`src/rtl/fm_bridge_pkg.sv`:
```
// fm_bridge_pkg: bridge FSM state type and CTRL register placement helpers
package fm_bridge_pkg;
  typedef enum logic [1:0] {IDLE, RD_FETCH, RD_DRIVE, WAIT_HI} state_t;
  // CTRL lives at the top of the address space and keeps invert in the data MSB
  function automatic logic [31:0] ctrl_addr(input int aw);
    return (32'd1 << aw) - 32'd1;
  endfunction
  function automatic int ctrl_inv_bit(input int dw);
    return dw - 1;
  endfunction
endpackage

```
`src/rtl/fm_bus_sync.sv`:
```
// fm_bus_sync: W-bit, STAGES-deep flop synchroniser with selectable reset value
// clk_i/rst_i: core clock, sync active-high reset; d_i: async input; q_o: synchronised output
module fm_bus_sync #(
  parameter int W = 1,
  parameter int STAGES = 2,
  parameter logic [W-1:0] RST_VAL = '0
) (
  input  logic         clk_i,
  input  logic         rst_i,
  input  logic [W-1:0] d_i,
  output logic [W-1:0] q_o
);
  logic [STAGES-1:0][W-1:0] s_q;
  always_ff @(posedge clk_i)
    if (rst_i) s_q <= {STAGES{RST_VAL}};
    else s_q <= {s_q[STAGES-2:0], d_i};
  assign q_o = s_q[STAGES-1];
endmodule

```
`src/rtl/fm_bus_bridge.sv`:
```
// fm_bus_bridge: async host bus to register strobes, read drive, and sample mute/invert/mix stage
// bus side: ceb_i/rwb_i/addr_i/bus_i in, bus_o/bus_oe_o out
// fm_top side: reg_we_o/reg_re_o strobes, reg_addr_o/reg_wdata_o, reg_rdata_i
// samples: sample_i/sample_vld_i in, sample_o, mix_o/mix_vld_o out
module fm_bus_bridge
  import fm_bridge_pkg::*;
#(
  parameter int ADDR_W = 6,
  parameter int DATA_W = 8,
  parameter int NCH = 4,
  parameter int SAMPLE_W = 12,
  parameter int SYNC_STAGES = 2
) (
  input  logic                               clk_i,
  input  logic                               rst_i,
  input  logic                               ceb_i,
  input  logic                               rwb_i,
  input  logic [ADDR_W-1:0]                  addr_i,
  input  logic [DATA_W-1:0]                  bus_i,
  output logic [DATA_W-1:0]                  bus_o,
  output logic                               bus_oe_o,
  output logic                               reg_we_o,
  output logic                               reg_re_o,
  output logic [ADDR_W-1:0]                  reg_addr_o,
  output logic [DATA_W-1:0]                  reg_wdata_o,
  input  logic [DATA_W-1:0]                  reg_rdata_i,
  input  logic [NCH*SAMPLE_W-1:0]            sample_i,
  input  logic                               sample_vld_i,
  output logic [NCH*SAMPLE_W-1:0]            sample_o,
  output logic [SAMPLE_W+$clog2(NCH)-1:0]    mix_o,
  output logic                               mix_vld_o
);
  localparam int MIX_W = SAMPLE_W + $clog2(NCH);
  localparam logic [ADDR_W-1:0] CTRL_ADDR = ADDR_W'(ctrl_addr(ADDR_W));
  localparam int CTRL_INV_BIT = ctrl_inv_bit(DATA_W);
  logic ceb_s, rwb_s;
  logic [ADDR_W-1:0] addr_s;
  logic [DATA_W-1:0] bus_s;
  fm_bus_sync #(.W(1), .STAGES(SYNC_STAGES), .RST_VAL(1'b1)) u_ceb_sync (
    .clk_i(clk_i), .rst_i(rst_i), .d_i(ceb_i), .q_o(ceb_s));
  fm_bus_sync #(.W(ADDR_W+DATA_W+1), .STAGES(SYNC_STAGES), .RST_VAL('0)) u_dat_sync (
    .clk_i(clk_i), .rst_i(rst_i), .d_i({rwb_i, addr_i, bus_i}), .q_o({rwb_s, addr_s, bus_s}));
  // fill_q marks when ceb_s carries real input instead of reset fill, so a ceb held
  // low through reset release never looks like a falling edge
  logic [SYNC_STAGES-1:0] fill_q;
  logic ceb_d_q, fall_q, rwb_q, we_q, re_q, oe_q, inv_q, we_d, re_d, oe_d, inv_d, ctrl_we;
  logic [ADDR_W-1:0] addr_q;
  logic [DATA_W-1:0] wdata_q, bus_q, bus_d, ctrl_rd;
  logic [NCH-1:0] mute_q, mute_d;
  state_t state_q, state_d;
  logic [NCH*SAMPLE_W-1:0] smp_q, proc_d;
  logic [MIX_W-1:0] mix_q, sum_d;
  logic svld_q, mvld_q;
  wire is_ctrl = addr_q == CTRL_ADDR;
  wire start = state_q == IDLE && fall_q;
  always_ff @(posedge clk_i)
    if (rst_i) begin
      fill_q <= '0;
      ceb_d_q <= 1'b0;
      fall_q <= 1'b0;
      rwb_q <= 1'b0;
      addr_q <= '0;
      wdata_q <= '0;
      state_q <= IDLE;
      we_q <= 1'b0;
      re_q <= 1'b0;
      oe_q <= 1'b0;
      bus_q <= '0;
      mute_q <= '0;
      inv_q <= 1'b1;
    end else begin
      fill_q <= {fill_q[SYNC_STAGES-2:0], 1'b1};
      ceb_d_q <= fill_q[SYNC_STAGES-1] & ceb_s;
      fall_q <= ceb_d_q & ~ceb_s;
      if (ceb_d_q && !ceb_s) begin
        rwb_q <= rwb_s;
        addr_q <= addr_s;
        wdata_q <= bus_s;
      end
      state_q <= state_d;
      we_q <= we_d;
      re_q <= re_d;
      oe_q <= oe_d;
      bus_q <= bus_d;
      mute_q <= mute_d;
      inv_q <= inv_d;
    end
  always_comb begin
    state_d = state_q;
    case (state_q)
      IDLE: state_d = fall_q ? (rwb_q ? RD_FETCH : WAIT_HI) : IDLE;
      RD_FETCH: state_d = ceb_s ? IDLE : RD_DRIVE;
      RD_DRIVE, WAIT_HI: state_d = ceb_s ? IDLE : state_q;
      default: state_d = IDLE;
    endcase
  end
  always_comb begin
    ctrl_rd = '0;
    ctrl_rd[NCH-1:0] = mute_q;
    ctrl_rd[CTRL_INV_BIT] = inv_q;
    we_d = start && !rwb_q && !is_ctrl;
    re_d = start && rwb_q && !is_ctrl;
    ctrl_we = start && !rwb_q && is_ctrl;
    bus_d = state_q == RD_FETCH ? (is_ctrl ? ctrl_rd : reg_rdata_i) : bus_q;
    oe_d = (state_q == RD_FETCH || state_q == RD_DRIVE) && !ceb_s;
    mute_d = ctrl_we ? wdata_q[NCH-1:0] : mute_q;
    inv_d = ctrl_we ? wdata_q[CTRL_INV_BIT] : inv_q;
  end
  // inverting an unsigned sample is 2**SAMPLE_W-1 minus it, i.e. a bitwise complement
  always_comb begin
    proc_d = '0;
    sum_d = '0;
    for (int k = 0; k < NCH; k++) begin
      proc_d[k*SAMPLE_W +: SAMPLE_W] = (mute_q[k] ? '0 : sample_i[k*SAMPLE_W +: SAMPLE_W]) ^ {SAMPLE_W{inv_q}};
      sum_d = sum_d + MIX_W'(smp_q[k*SAMPLE_W +: SAMPLE_W]);
    end
  end
  always_ff @(posedge clk_i)
    if (rst_i) begin
      smp_q <= '0;
      svld_q <= 1'b0;
      mix_q <= '0;
      mvld_q <= 1'b0;
    end else begin
      if (sample_vld_i) smp_q <= proc_d;
      svld_q <= sample_vld_i;
      if (svld_q) mix_q <= sum_d;
      mvld_q <= svld_q;
    end
  assign bus_o = bus_q;
  assign bus_oe_o = oe_q;
  assign reg_we_o = we_q;
  assign reg_re_o = re_q;
  assign reg_addr_o = addr_q;
  assign reg_wdata_o = wdata_q;
  assign sample_o = smp_q;
  assign mix_o = mix_q;
  assign mix_vld_o = mvld_q;
endmodule

```
`config.mk`:
```
export PLATFORM = sky130hd
export DESIGN_NAME = fm_bus_bridge
export DESIGN_NICKNAME = d
export VERILOG_FILES = /design/src/rtl/fm_bridge_pkg.sv /design/src/rtl/fm_bus_sync.sv /design/src/rtl/fm_bus_bridge.sv
export SDC_FILE = /design/constraint.sdc
export NUM_CORES = 1
export LEC_CHECK = 0
export ABC_AREA = 1
export CAP_MARGIN = 15
export CORE_MARGIN = 2
export CORE_UTILIZATION = 53
export CTS_BUF_LIST = sky130_fd_sc_hd__clkbuf_16
export CTS_CLUSTER_DIAMETER = 100
export DETAILED_ROUTE_END_ITERATION = 8
export PLACE_DENSITY_LB_ADDON = 0.3
export SLEW_MARGIN = 20
export SYNTH_ARGS = -nofsm -noshare
export SYNTH_HDL_FRONTEND = slang
export SYNTH_SLANG_ARGS = --single-unit
```
`constraint.sdc`:
```
create_clock -name clk_i -period 4.1 [get_ports clk_i]
set_clock_uncertainty 0.1 [all_clocks]
set_input_delay 0.82 -clock clk_i [delete_from_list [all_inputs] [get_ports clk_i]]
set_output_delay 0.82 -clock clk_i [all_outputs]
set_load 0.005 [all_outputs]
```
* Word-level counts from Yosys, hierarchy flattened
Cells that the tools add are included.
** Word-level totals
- Memory bits (writable) :: 0
- Output and inout bits :: 88
- Input bits :: 75
- Memories :: 0
- Word-level logic and storage cells :: 62
- ROM bits :: 0
- Bits in latches :: 0
- Register bits :: 133
** Operators by class
- Reductions and logical operators :: 14
- Eq/ne operators :: 5
- Divide/modulo/power cells :: 0
- Shift operators :: 0
- $add $sub $neg :: 3
- $lt $le $gt $ge :: 0
- Multipliers :: 0
- Multiplexer cells :: 11
- Bitwise operators :: 7
** Operator list (count)
- 12-bit two-way mux :: 4
- 12-bit XOR :: 4
- 13-bit by 12-bit adder with 14-bit output :: 1
- 14-bit by 12-bit adder with 14-bit output :: 1
- 12-bit by 12-bit adder with 13-bit output :: 1
- 1-bit logical AND :: 8
- 2-bit two-way mux :: 4
- 8-bit two-way mux :: 1
- 6-bit == test (second input constant) :: 1
- 2-bit case mux with 3 select lines :: 1
- 2-bit == test (second input constant) :: 2
- 1-bit logical NOT :: 3
- 1-bit bitwise AND :: 2
- 2-bit by 1-bit == test with 1-bit output (second input constant) :: 1
- 2-bit logical NOT :: 1
- 2-bit by 1-bit inequality test with 1-bit output (second input constant) :: 1
- 2-bit OR reduction :: 1
- 1-bit logical OR :: 1
- 1-bit two-way mux :: 1
- 1-bit inverter :: 1

* Depth between registers and ports, before layout
- Word-level depth :: 4
- Mapped depth :: 15
- Gate-level depth less buffers :: 15

* Cells and area by module
A second synthesis with hierarchy kept.
** Second synthesis, totals
- Cells, all modules :: 847
- Area, all modules :: 6528.8 um^2
** By module, submodules not included
- fm_bus_bridge :: area an instance 5497.8 um^2, times used 1, seq. area each 2021.9 um^2, cells each 732
- fm_bus_sync (u_dat_sync) :: area an instance 972.2 um^2, times used 1, seq. area each 600.6 um^2, cells each 108
- fm_bus_sync (u_ceb_sync) :: area an instance 58.8 um^2, times used 1, seq. area each 40.0 um^2, cells each 7

* Worst setup path after synthesis
No wires, ideal clock.
- Path type :: flip-flop to flip-flop
- Start point :: reg smp_q[1] (netlist: sample_o[1])
- End point :: reg mix_q[7] (netlist: mix_o[7])
- Clock period less this slack :: 2.809 ns
- Data arrival time :: 2.600 ns
- Slack :: 1.291 ns
- Cell stages (with the launch flop) :: 14
- Buffers on the path :: 0
- Path through :: dfxtp_1 inv_1 fa_1 inv_1 fa_1 ha_1 fa_1 nand2_1 nand3_1 nand3_1 a21oi_1 nand3b_1 nand2_1 inv_1
** Between the ends
- Longest elaborated chain between the ends :: 3
** RTL lines
- from (decl) :: line fm_bus_bridge.sv:51 : logic [NCH*SAMPLE_W-1:0] smp_q, proc_d;
- from (signal assigned) :: line fm_bus_bridge.sv:125 : if (sample_vld_i) smp_q <= proc_d;
- 12-bit by 12-bit adder with 13-bit output :: line fm_bus_bridge.sv:115 : sum_d = sum_d + MIX_W'(smp_q[k*SAMPLE_W +: SAMPLE_W]);
- 13-bit by 12-bit adder with 14-bit output :: line fm_bus_bridge.sv:115
- 14-bit by 12-bit adder with 14-bit output :: line fm_bus_bridge.sv:115
- to (signal assigned) :: line fm_bus_bridge.sv:127 : if (svld_q) mix_q <= sum_d;
- to (decl) :: line fm_bus_bridge.sv:52 : logic [MIX_W-1:0] mix_q, sum_d;
No other way between the ends.
A chain may end at the register's enable or synchronous reset.

* Final worst setup path
Ends and elaborated chain as after synthesis.

==> results.cfg <==
[timing]
setup_viol = 0
fin_crit_ns = 3.068
slew-limit-headroom = 0.3807
setup_tns_ns = 0
rsz0062_at_grt = no
max_freq_mhz = 325.9
hold_ws_ns = 0.3024
min_period_over_period = 0.7483
slew_viol_final = 0
max_slew.worst_pin.slew_ns = 0.9289
hold_viol = 0

[cts]
cts_tree = yes
clk_latency_ns = 0.42
cts_num_sinks = 133
cts_hold_buffers = 0
h-tree-depth = 4
cts_buffers = 17
clk_path_buf_depth = 2
postCtsSetupBuffers = 0
cts-resized-gates = 0
root_buffer = clkbuf_16
path_clk_slew_ns = 0.06

[placed_design]
place.detailed.hpwl_um = 11480
portBuffers = 162
globalplace.congestion = 0.9094
place_area_mm2 = 0.008056

[synthesis]
synth.distinct_cells = 29
async_flop_share = 0
ys_top_cells_by_count = 146 x inv_1, 133 x dfxtp_1, 118 x nand2_1, 107 x nor2_1, 73 x o21ai_0
netlist_instances = 836
synth_area_mm2 = 0.006429
ys_seq_area_frac = 0.4142
synth_most_common_cell = inv_1
synthTopCellsByArea = dfxtp_1 41%, inv_1 8.5%, fa_1 7.5%, nand2_1 6.9%, xor2_1 6.8%
synth_top_area_frac = 0.4142
synth_seq_cells = 133
ys.flop_type = dfxtp_1
yosys.area.top_type = dfxtp_1
yosysWarnings = 0
synth-edff-count = 0
syn_area_per_cell_um2 = 7.690
syn_nets = 953

[floorplan]
top_level_ports = 163
dieArea_mm2 = 0.01303
die_h_um = 114.1
initial_core_util = 0.5397
num_rows = 40
core_area_mm2 = 0.01191
fp.dieW_um = 114.1

[detailed_routing]
wl_per_cell_um = 14.34
drt_wl_total_um = 16310
drc_errors = 0
drtAntennaViolNets = 0
vias_per_cell = 5.016
dr.pass1.iters = 4
num_vias = 5703
drt_iter0_markers = 458

[power]
swShare = 0.2740
p_int_mw = 2.728
finalPower_mw = 3.758
power_frac_clock = 0.430
pwr-share-comb = 0.196
p_leak_nw = 3.915
p_switching_mw = 1.030
ir_worst_vdd_v = 0.0003106
seqPwrFrac = 0.374
power_density_mw_per_mm2 = 432.6

[grt]
grt_max_degree = 78
grt_util_all_layers = 0.2648
grt_pass1_wl_um = 26770
antenna_found_initial = 0
grt_pass1_vias = 5434
grt-ovfl-total = 0

[run]
drv_cap = 0

[worst_setup_path]
endpoint = mix_o[7]
crit_required_ns = 4.32
path_max_fanout = 3
r2r_cells = 13
crit_start = sample_o[1]
crit_arrival_ns = 3.28
timing_worst_setup_path_type = flip-flop to flip-flop
reg2reg_slack_ns = 1.03
endpoint_kind = flip-flop
r2r-end = mix_o[7]
r2r_start = sample_o[1]
startpoint_type = flip-flop

[worst_hold_path]
min_path_type = flip-flop to flip-flop

[cells_and_area]
design_area_mm2 = 0.008686
n_antenna_cell = 0
syn_to_final_growth_pct = 35.11
final.fill_count = 921
fin_nets = 1095
drive_above_1_share = 0.04646

[status]
outcome = complete, no violations
[worst max-delay path, stage by stage, from the launching register on]
cell and delay [ns]:
dfxtp_1 0.36, inv_1 0.07, fa_1 0.53, inv_1 0.05, fa_1 0.49, ha_1 0.27
fa_1 0.45, nand2_1 0.10, nand3_1 0.11, nand3_1 0.11, a21oi_1 0.06, nand3b_1 0.15
nand2_1 0.09, inv_1 0.03
[layout make-up]
class                   count  area [um2]  area share
clock inverters            14       202.7     0.02334
clock buffers              17       425.4     0.04898
multi-input cells         512        3015      0.3472
inverters                 149       560.5     0.06453
well taps                 147       183.9     0.02118
flip-flops and latches    133        2664      0.3067
repair buffers            165        1634      0.1881
[how the worst min path moves through the flow]
stage / endpoint / slack, ns / startpoint / cells past startpoint
detailed placement: u_dat_sync.q_o[14] / 0.29 / u_dat_sync.s_q[14] / 2
global route: u_dat_sync.q_o[1] / 0.32 / u_dat_sync.s_q[1] / 2
global placement: u_dat_sync.q_o[8] / 0.29 / u_dat_sync.s_q[8] / 2
CTS: u_dat_sync.q_o[7] / 0.30 / u_dat_sync.s_q[7] / 2
finish: u_dat_sync.q_o[7] / 0.30 / u_dat_sync.s_q[7] / 2
floorplan: fill_q[1] / 0.29 / fill_q[0] / 2
[state kept, by name, summed over array words and instances, names as in the netlist]
name and flops:
u_ceb_sync.s_q 1, sample_o 48, reg_re_o 1, reg_wdata_o 8, rwb_q 1, u_dat_sync.q_o 15, mute_q 4, fill_q 2
u_ceb_sync.q_o 1, mix_o 14, inv_q 1, fall_q 1, state_q 2, ceb_d_q 1, bus_oe_o 1, u_dat_sync.s_q 15
mix_vld_o 1, reg_we_o 1, bus_o 8, reg_addr_o 6, svld_q 1
[layer usage]
layer | part of all wire | GRT usage | vias to the layer above | wire, um
li1 | - | - | 2851 | -
met1 | 0.41 | 0.3180 | 2628 | 6693
met2 | 0.48 | 0.4496 | 184 | 7880
met3 | 0.073 | 0.06988 | 40 | 1194
met4 | 0.033 | 0.1130 | 0 | 539
met5 | 0 | 0 | - | 0
[power by group through the flow]
stage	Combinational [mW]	Sequential, mW	Clock, mW
global route	0.838	1.41	1.70
finish	0.737	1.41	1.62
floorplan	0.444	1.42	0
detailed placement	0.720	1.43	0
CTS	0.734	1.40	1.63
global placement	0.709	1.43	0
[metrics by stage]
step | cells | setup WS [ns] | utilization
CTS | 1137 | 1.040 | 0.7291
global placement | 1106 | 1.157 | 0.6764
finish | 1137 | 1.032 | 0.7292
floorplan | 836 | 1.291 | -
global route | 1137 | 0.8863 | 0.7292
detailed placement | 1106 | 1.115 | 0.6764
[cell families (layout without fill, tap and decap cells)]
group	count (synthesis)	after routing	share of synthesized area
AO/OA/AOI/OAI	159	159	0.1255
XOR/XNOR	52	52	0.07085
adder cells (fa/ha/maj)	42	42	0.1098
buffers and inverters	191	345	0.1168
flip-flops	133	133	0.4142
AND/OR/NAND/NOR	259	259	0.1629
[layout by cell type (no fill, tap or decap), drive strengths merged]
| cell type | count |
|---|---|
| buf | 5 |
| nand4 | 4 |
| nand3 | 22 |
| a31oi | 1 |
| nor4 | 1 |
| bufinv | 4 |
| nand2 | 118 |
| xor2 | 50 |
| xnor2 | 2 |
| clkdlybuf4s50 | 160 |
| clkbuf | 17 |
| o21ai | 84 |
| a211oi | 1 |
| nor3 | 1 |
| fa | 24 |
| clkinvlp | 2 |
| dfxtp | 133 |
| nand3b | 2 |
| clkinv | 6 |
| a21oi | 73 |
| nor2 | 108 |
| ha | 18 |
| or2 | 3 |
| inv | 151 |
Power figures use the tool's default switching activity.
